## src/rtl/decode_6409_pkg.sv

```systemverilog
// rtl/decode_6409_pkg.sv - shared types and constants for the HD-6409 frame assembler
package decode_6409_pkg;

   typedef enum logic [1:0] {
      HUNT    = 2'd0,
      PAYLOAD = 2'd1,
      CKSUM   = 2'd2
   } state_t;

   localparam logic [15:0] SYNC_WORD_DEF = 16'hEB90;
   localparam int          ENTRY_W       = 18;

   // One buffer entry: frame markers plus the payload word.
   typedef struct packed {
      logic        sof;
      logic        eof;
      logic [15:0] data;
   } entry_t;

endpackage

```

## src/rtl/sync_fifo_commit.sv

```systemverilog
// rtl/sync_fifo_commit.sv - FIFO with speculative writes, commit and rollback
//
// Purpose: buffers frame entries. Writes land at wr_ptr speculatively; only
// [rd_ptr, commit_ptr) is visible to the reader. A frame is either committed
// (commit_ptr <= wr_ptr) or rolled back (wr_ptr <= start_ptr).
// Ports:
//   clk, rst_n  clock / asynchronous active-low reset
//   wr_en       write wr_data at wr_ptr, advance wr_ptr
//   wr_data     entry to write
//   mark        snapshot wr_ptr as the start of the current frame
//   rollback    discard speculative words back to the snapshot
//   commit      publish all written words to the reader
//   rd_en       reader accepts the head entry (ignored when empty)
//   rd_data     head entry (zero when empty)
//   rd_valid    committed data available
//   level       committed words not yet read
//   full        written-but-unread words (committed or not) fill the buffer
module sync_fifo_commit
   import decode_6409_pkg::*;
#(
   parameter int DEPTH = 16,
   parameter int PW    = $clog2(DEPTH) + 1
) (
   input  logic          clk,
   input  logic          rst_n,
   input  logic          wr_en,
   input  entry_t        wr_data,
   input  logic          mark,
   input  logic          rollback,
   input  logic          commit,
   input  logic          rd_en,
   output entry_t        rd_data,
   output logic          rd_valid,
   output logic [PW-1:0] level,
   output logic          full
);

   logic [PW-1:0] wr_ptr;
   logic [PW-1:0] commit_ptr;
   logic [PW-1:0] rd_ptr;
   logic [PW-1:0] start_ptr;
   entry_t        mem [DEPTH];

   always_ff @(posedge clk) begin
      if (wr_en) begin
         mem[wr_ptr[PW-2:0]] <= wr_data;
      end
   end

   always_ff @(posedge clk or negedge rst_n) begin
      if (!rst_n) begin
         wr_ptr     <= '0;
         commit_ptr <= '0;
         rd_ptr     <= '0;
         start_ptr  <= '0;
      end else begin
         if (rollback) begin
            wr_ptr <= start_ptr;
         end else if (wr_en) begin
            wr_ptr <= wr_ptr + 1'b1;
         end
         if (mark) begin
            start_ptr <= wr_ptr;
         end
         if (commit) begin
            commit_ptr <= wr_ptr;
         end
         if (rd_en && rd_valid) begin
            rd_ptr <= rd_ptr + 1'b1;
         end
      end
   end

   assign rd_valid = (rd_ptr != commit_ptr);
   assign level    = commit_ptr - rd_ptr;
   // Uses this cycle's rd_ptr, so a read in the same cycle does not free space yet.
   assign full     = ((wr_ptr - rd_ptr) == PW'(DEPTH));
   // Entries in [rd_ptr, commit_ptr) are never overwritten, so this holds while stalled.
   assign rd_data  = rd_valid ? mem[rd_ptr[PW-2:0]] : '0;

endmodule

```

## src/rtl/frame_assembler_6409.sv

```systemverilog
// rtl/frame_assembler_6409.sv - sync hunt, payload collection and checksum gate for 6409 words
//
// Purpose: hunts for SYNC_WORD, collects FRAME_WORDS payload words into a
// speculative buffer, then releases them only if the trailing checksum word
// equals the 16-bit sum of the payload. Bad, timed-out or overflowing frames
// are rolled back.
// Ports:
//   clock_system, rstn   clock / asynchronous active-low reset
//   word_in, word_valid  decoded word and its 1-cycle strobe
//   out_data/sof/eof     head buffered word and frame markers
//   out_valid, out_ready output handshake
//   frame_ok, frame_err  1-cycle commit / discard pulses
//   frame_count          committed frames (wrapping)
//   overflow             sticky: a frame was dropped on a full buffer
//   fifo_level           committed words not yet read
module frame_assembler_6409
   import decode_6409_pkg::*;
#(
   parameter logic [15:0] SYNC_WORD      = SYNC_WORD_DEF,
   parameter int          FRAME_WORDS    = 8,
   parameter int          FIFO_DEPTH     = 16,
   parameter int          TIMEOUT_CYCLES = 4096,
   parameter int          LW             = $clog2(FIFO_DEPTH) + 1
) (
   input  logic          clock_system,
   input  logic          rstn,
   input  logic [15:0]   word_in,
   input  logic          word_valid,
   output logic [15:0]   out_data,
   output logic          out_sof,
   output logic          out_eof,
   output logic          out_valid,
   input  logic          out_ready,
   output logic          frame_ok,
   output logic          frame_err,
   output logic [15:0]   frame_count,
   output logic          overflow,
   output logic [LW-1:0] fifo_level
);

   localparam int CW = $clog2(FRAME_WORDS) + 1;
   localparam int IW = $clog2(TIMEOUT_CYCLES) + 1;

   state_t        state;
   logic [CW-1:0] wcnt;
   logic [15:0]   sum;
   logic [IW-1:0] idle;

   logic   is_sync, last_word, idle_hit, full, sum_match;
   logic   mark, wr_en, rollback, commit;
   entry_t wr_entry, rd_entry;

   assign is_sync   = (word_in == SYNC_WORD);
   assign last_word = (wcnt == CW'(FRAME_WORDS - 1));
   assign sum_match = (word_in == sum);
   // This idle cycle would bring the counter to TIMEOUT_CYCLES.
   assign idle_hit  = (idle == IW'(TIMEOUT_CYCLES - 1));

   assign mark     = (state == HUNT) && word_valid && is_sync;
   assign wr_en    = (state == PAYLOAD) && word_valid && !full;
   assign commit   = (state == CKSUM) && word_valid && sum_match;
   assign rollback = ((state == PAYLOAD) && word_valid && full)
                   || ((state == CKSUM) && word_valid && !sum_match)
                   || ((state != HUNT) && !word_valid && idle_hit);

   assign wr_entry = '{sof: (wcnt == '0), eof: last_word, data: word_in};

   always_ff @(posedge clock_system or negedge rstn) begin
      if (!rstn) begin
         state       <= HUNT;
         wcnt        <= '0;
         sum         <= '0;
         idle        <= '0;
         frame_ok    <= 1'b0;
         frame_err   <= 1'b0;
         frame_count <= '0;
         overflow    <= 1'b0;
      end else begin
         frame_ok  <= 1'b0;
         frame_err <= 1'b0;
         case (state)
            HUNT: begin
               if (word_valid && is_sync) begin
                  state <= PAYLOAD;
                  wcnt  <= '0;
                  sum   <= '0;
                  idle  <= '0;
               end
            end
            PAYLOAD: begin
               if (word_valid) begin
                  idle <= '0;
                  if (full) begin
                     frame_err <= 1'b1;
                     overflow  <= 1'b1;
                     state     <= HUNT;
                  end else begin
                     sum  <= sum + word_in;
                     wcnt <= wcnt + 1'b1;
                     if (last_word) begin
                        state <= CKSUM;
                     end
                  end
               end else if (idle_hit) begin
                  frame_err <= 1'b1;
                  state     <= HUNT;
               end else begin
                  idle <= idle + 1'b1;
               end
            end
            CKSUM: begin
               // A word arriving on the expiry cycle takes priority over the timeout.
               if (word_valid) begin
                  if (sum_match) begin
                     frame_ok    <= 1'b1;
                     frame_count <= frame_count + 1'b1;
                  end else begin
                     frame_err <= 1'b1;
                  end
                  state <= HUNT;
               end else if (idle_hit) begin
                  frame_err <= 1'b1;
                  state     <= HUNT;
               end else begin
                  idle <= idle + 1'b1;
               end
            end
            default: state <= HUNT;
         endcase
      end
   end

   sync_fifo_commit #(
      .DEPTH (FIFO_DEPTH),
      .PW    (LW)
   ) u_fifo (
      .clk      (clock_system),
      .rst_n    (rstn),
      .wr_en    (wr_en),
      .wr_data  (wr_entry),
      .mark     (mark),
      .rollback (rollback),
      .commit   (commit),
      .rd_en    (out_ready),
      .rd_data  (rd_entry),
      .rd_valid (out_valid),
      .level    (fifo_level),
      .full     (full)
   );

   assign out_data = rd_entry.data;
   assign out_sof  = rd_entry.sof;
   assign out_eof  = rd_entry.eof;

endmodule

```

## config.mk

```make
export PLATFORM = sky130hd
export DESIGN_NAME = frame_assembler_6409
export DESIGN_NICKNAME = d
export VERILOG_FILES = /design/src/rtl/decode_6409_pkg.sv /design/src/rtl/sync_fifo_commit.sv /design/src/rtl/frame_assembler_6409.sv
export SDC_FILE = /design/constraint.sdc
export NUM_CORES = 1
export LEC_CHECK = 0
export CELL_PAD_IN_SITES_DETAIL_PLACEMENT = 0
export CELL_PAD_IN_SITES_GLOBAL_PLACEMENT = 1
export CORE_MARGIN = 2
export CORE_UTILIZATION = 50
export CTS_CLUSTER_SIZE = 20
export DETAILED_ROUTE_END_ITERATION = 8
export GPL_TIMING_DRIVEN = 0
export PLACE_DENSITY = 0.81
export SETUP_SLACK_MARGIN = 0.02
export SYNTH_ARGS = -nofsm -noshare
export SYNTH_HDL_FRONTEND = slang
export SYNTH_SLANG_ARGS = --single-unit
```

## constraint.sdc

```tcl
create_clock -name clock_system -period 5.5 [get_ports clock_system]
set_input_delay 1.65 -clock clock_system [delete_from_list [all_inputs] [get_ports clock_system]]
set_output_delay 1.65 -clock clock_system [all_outputs]
set_load 0.01 [all_outputs]
```

# After elaboration in Yosys (flattened, before gate mapping)
# Memories as Yosys holds them, arrays and structs flattened.
# Index checks and enable logic that the tools add are counted.
# classes
reduce_logical	28
n_eq_ne	13
n_mux	34
n_addsub	8
# ops
cell	count
$mux 13	4
$mux 16	3
$pmux 13 s3	1
$pmux 16 s2	1
$mux 18	1
$add 16x1->16 const B	1
$add 16x16->16	1
$eq 16x16->1	1
$eq 16x16->1 const B	1
$add 13x1->13 const B	1
$eq 13x12->1 const B	1
$logic_and 1x1->1	12
$mux 2	6
$mux 4	3
$add 5x1->5 const B	2
$mux 1	10
$mux 5	2
$sub 5x5->5	2
$reduce_and 3->1	3
$pmux 4 s2	1
$ne 2x2->1 const B	3
$pmux 2 s3	1
$reduce_bool 2->1	3
$eq 5x5->1 const B	1
other kinds (15)	18
# word_totals
elab_cells	96
out_inout_bits	43
mem_count	1
input_bits	20
ramBits	288
register_bits	74
# mem_list
name	depth	word_bits	read_ports	rd_ports_with_merged_regs	wr	line	text
u_fifo.mem	16	18	1	0	1	sync_fifo_commit.sv:42	entry_t mem [DEPTH];

# Longest topological paths before layout
# depth
depth_word	6
mapped_depth	12
mapped_depth_nobuf	8

# Modules after synthesis
# Synthesis repeated with hierarchy kept, for this count alone.
# hier_totals
hier_cells	972
area_unflattened_um2	15776.4
# modules_own_cells
mod	instances	area_each_um2	seq_area_each_um2	cells_per_inst
sync_fifo_commit	1	12400.6	9148.8	608
frame_assembler_6409	1	3375.7	1351.3	364

# Worst setup path after synthesis
# OpenSTA, ideal clock, no wires.
# synth_timing
kind	in2reg
from	input word_valid
to	memory u_fifo.mem[0][0] in the netlist's numbering (enable)
t_arrival_ps	4106
slack_ps	978
cell_stages	7
setup_time_ps	416
n_path_buf	3
t_required_ps	5084
cell_sequence	clkbuf_1 -> and2_1 -> o41a_1 -> buf_2 -> clkbuf_1 -> nand2_1 -> nor3_1
# synth_via
elab_chain_len	4
# synth_rtl
item	line	text
start: declaration	frame_assembler_6409.sv:28	input logic word_valid,
$logic_and 1x1->1 (2 in series)	frame_assembler_6409.sv:60	assign wr_en = (state == PAYLOAD) && word_valid && !full;
$mux 1	sync_fifo_commit.sv:45	if (wr_en) begin
$mux 1 (implied by the code)	sync_fifo_commit.sv:46	mem[wr_ptr[PW-2:0]] <= wr_data;
end: declaration	sync_fifo_commit.sv:42	
# No other way between the ends.

# Worst setup path after layout
# layout_timing
from	register u_fifo.rd_ptr[1]
to	output out_sof
# layout_via
elab_chain_len	2
word_cells_on_any_way	3
classes_between	1 x eq/ne; 1 x mux; 1 x memory
# layout_rtl
item	line	text
start: declaration	sync_fifo_commit.sv:40	logic [PW-1:0] rd_ptr;
start signal: assignment	sync_fifo_commit.sv:69	rd_ptr <= rd_ptr + 1'b1;
$mem_v2 16x18 or $ne 5x5->1 (tied branches)	--	
$mux 18 *	sync_fifo_commit.sv:79	assign rd_data = rd_valid ? mem[rd_ptr[PW-2:0]] : '0;
end: declaration	frame_assembler_6409.sv:30	output logic out_sof,
# Mark *: on every way between the ends. The rest lies on a longest branch, timed or not.

==> flow_metrics.py <==
metrics = {
    "route": {
        "via_count": 8605,
        "drt-initial-drc-count": 896,
        "wl_um": 35200,
        "drt-vias-per-instance": 5.92,
        "dr.pass1.iters": 5,
        "drc_errors": 0,
        "wl_per_cell_um": 24.2,
        "ant_nets": 0,
    },
    "worst_setup_path": {
        "critPathLaunchType": "register",
        "crit_required_ns": 3.85,
        "path_class": "register to output port",
        "critPathArrivalTime_ns": 3.64,
        "crit_path_end_kind": "output port",
        "critPathMaxFanout": 10,
    },
    "cells_and_area": {
        "layout-area-overhead-vs-synth_pct": 17.7,
        "drive_above_1_share": 0.212,
        "design_area_um2": 18300,
        "final_nets": 1087,
        "antenna_cells": 0,
        "nFillCells": 2244,
    },
    "synth": {
        "yosysWarnings": 0,
        "avgSynthCellArea_um2": 17.1,
        "synthCells": 907,
        "synth_most_common_cell": "edfxtp_1",
        "syn_area_um2": 15500,
        "yosysTopAreaCellShare": 0.557,
        "ys_ff_latch": 362,
        "synthesis.nets": 965,
        "synthArstFlopShare": 0.204,
        "synth-seq-area-share": 0.677,
        "synth_edf_count": 288,
        "synth.area.top_cells": "edfxtp_1, mux4_2, dfrtp_1, ha_1, xnor2_1",
        "synth_cell_type_count": 59,
        "yosys-top-cells-count": "edfxtp_1, mux4_2, dfrtp_1",
        "yosys.area.top_type": "edfxtp_1",
        "synth-main-ff-cell": "edfxtp_1",
    },
    "sta": {
        "finClkSkew_ns": 0.0203,
        "max_freq_ghz": 0.189,
        "period_needed_ns": 5.29,
        "worstMarginPinSlew_ns": 1.18,
        "finalHoldViolCount": 0,
        "rsz0062_at_grt": "no",
        "maxSlewViolCount": 0,
        "hold_slack_ns": 0.473,
        "fin_crit_sh": 0.962,
        "setup_viol": 0,
        "slew_headroom": 0.214,
    },
    "power": {
        "power_density_nw_per_um2": 496,
        "p_leak_nw": 6.51,
        "irDropWorstVdd_mv": 0.233,
    },
    "placed_design": {
        "place_area_um2": 17000,
        "place.port_buffers": 62,
        "gp_congestion": 0.810,
        "hpwl_um": 22900,
    },
    "global_route": {
        "antenna_found_initial": 0,
        "track_usage": 0.221,
        "grt_overflow_total": 0,
        "grt_start_max_net_pins": 59,
        "grt_pass1_wl_um": 54000,
        "grt_pass1_vias": 8849,
    },
    "cts": {
        "path_clk_slew_ns": 0.06,
        "clock_latency_ns": 0.53,
        "h-tree-depth": 2,
        "cts_hold_buffers": 0,
        "cts_buffers": 38,
        "cts.sinks": 362,
        "cts_tree": "done",
        "cts_buffer_depth": 3,
        "cts_root_buf": "clkbuf_16",
    },
    "floorplanning": {
        "fp.dieArea_um2": 32500,
        "die_h_um": 180,
        "io_pins": 63,
        "core_um2": 30600,
        "die_w_um": 180,
        "rows": 64,
        "start_util": 0.507,
    },
    "min_path": {
        "hp-class": "register to register",
    },
    "run": {
        "cap_violations": 0,
    },
    "run_status": {
        "status": "completed",
    },
}
## cells in the final DEF, fill, tap and decap left out, types with 24 or more instances in the layout
master           instances
clkbuf_16               39
xnor2_1                 27
ha_1                    36
mux4_2                  90
clkbuf_1                24
clkdlybuf4s50_1         61
inv_1                   28
nand2_1                 46
dfrtp_1                 74
nor2_1                  25
o21ai_0                 31
edfxtp_1               288
## worst max-delay path: stages, from the launching register on
cell and delay (ns):
dfrtp_1 0.47, clkbuf_2 0.34, clkbuf_1 0.68, mux4_2 0.45, mux4_2 0.52, nor2b_1 0.16
clkdlybuf4s50_1 0.48
## repair_timing
item	4_1_cts	5_1_grt
setup buffers	0	0
setup endpoints to repair	19	10
cloned	0	0
pin swaps	0	0
resized for setup	10	4
## metrics by stage
step	TNS [ns]	total power, mW	cells	utilization	worst slack, ns
after floorplan	0	5.42	907	-	0.978
after global placement	-149.72	6.44	1365	0.544	-1.23
after detailed placement	-3.02	6.54	1385	0.555	-0.362
after CTS	0	9.14	1454	0.597	0.0322
after global routing	0	9.49	1454	0.597	0.0443
final	0	9.06	1454	0.597	0.211
## where the power goes
group	total, mW	internal, mW	switching, mW
Clock	2.58	1.54	1.04
Combinational	3.12	1.54	1.58
Sequential	3.36	3.23	0.138
Total	9.06	6.30	2.76
## kinds of logic (layout without fill, tap and decap cells)
| logic type | after synthesis | in the layout | synth area share |
|---|---|---|---|
| flip-flops | 362 | 362 | 0.677 |
| AND/OR/NAND/NOR | 182 | 182 | 0.0617 |
| AO/OA/AOI/OAI | 107 | 107 | 0.0454 |
| multiplexers | 104 | 104 | 0.141 |
| buffers and inverters | 67 | 218 | 0.0173 |
| XOR/XNOR | 47 | 47 | 0.0265 |
| adder cells (fa/ha/maj) | 38 | 38 | 0.0316 |
## state kept, by name, summed over array words and instances (netlist names)
signal             count
frame_count           16
frame_err              1
frame_ok               1
idle                  13
overflow               1
state                  2
sum                   16
u_fifo.commit_ptr      5
u_fifo.mem           288
u_fifo.rd_ptr          5
u_fifo.start_ptr       5
u_fifo.wr_ptr          5
wcnt                   4
## area by class of cell
cell class / instances / area [um^2] / area share
Sequential cell: 362 / 10500 / 0.575
Multi-Input combinational cell: 478 / 4800 / 0.263
Clock buffer: 47 / 1040 / 0.0567
Timing Repair Buffer: 82 / 917 / 0.0502
Tap cell: 396 / 495 / 0.0271
Clock inverter: 22 / 238 / 0.0130
Buffer: 38 / 174 / 0.00952
Inverter: 29 / 109 / 0.00596
## final timing paths
check,from,endpoint,slack (ns),depth (start not counted)
hold / removal,sum[7],sum[7],0.47,2
min in group asynchronous,rstn,u_fifo.rd_ptr[0],0.99,1
max in group asynchronous,rstn,sum[6],3.91,2
hold reg to reg,sum[7],sum[7],0.47,2
setup / recovery,u_fifo.rd_ptr[1],out_sof,0.21,6
setup reg to reg,u_fifo.rd_ptr[1],u_fifo.mem[8][10],1.15,12
## metal layers
layer  global-route usage  part of all wire  up-vias  wire length (um)
li1                     -                 -     3832                 -
met1                0.308              0.41     4394             14500
met2                0.366              0.50      333             17600
met3               0.0386             0.068       46              2390
met4               0.0571             0.018        0               650
met5                    0                 0        -                 0
Note: power is estimated with default switching activity, not from simulation.
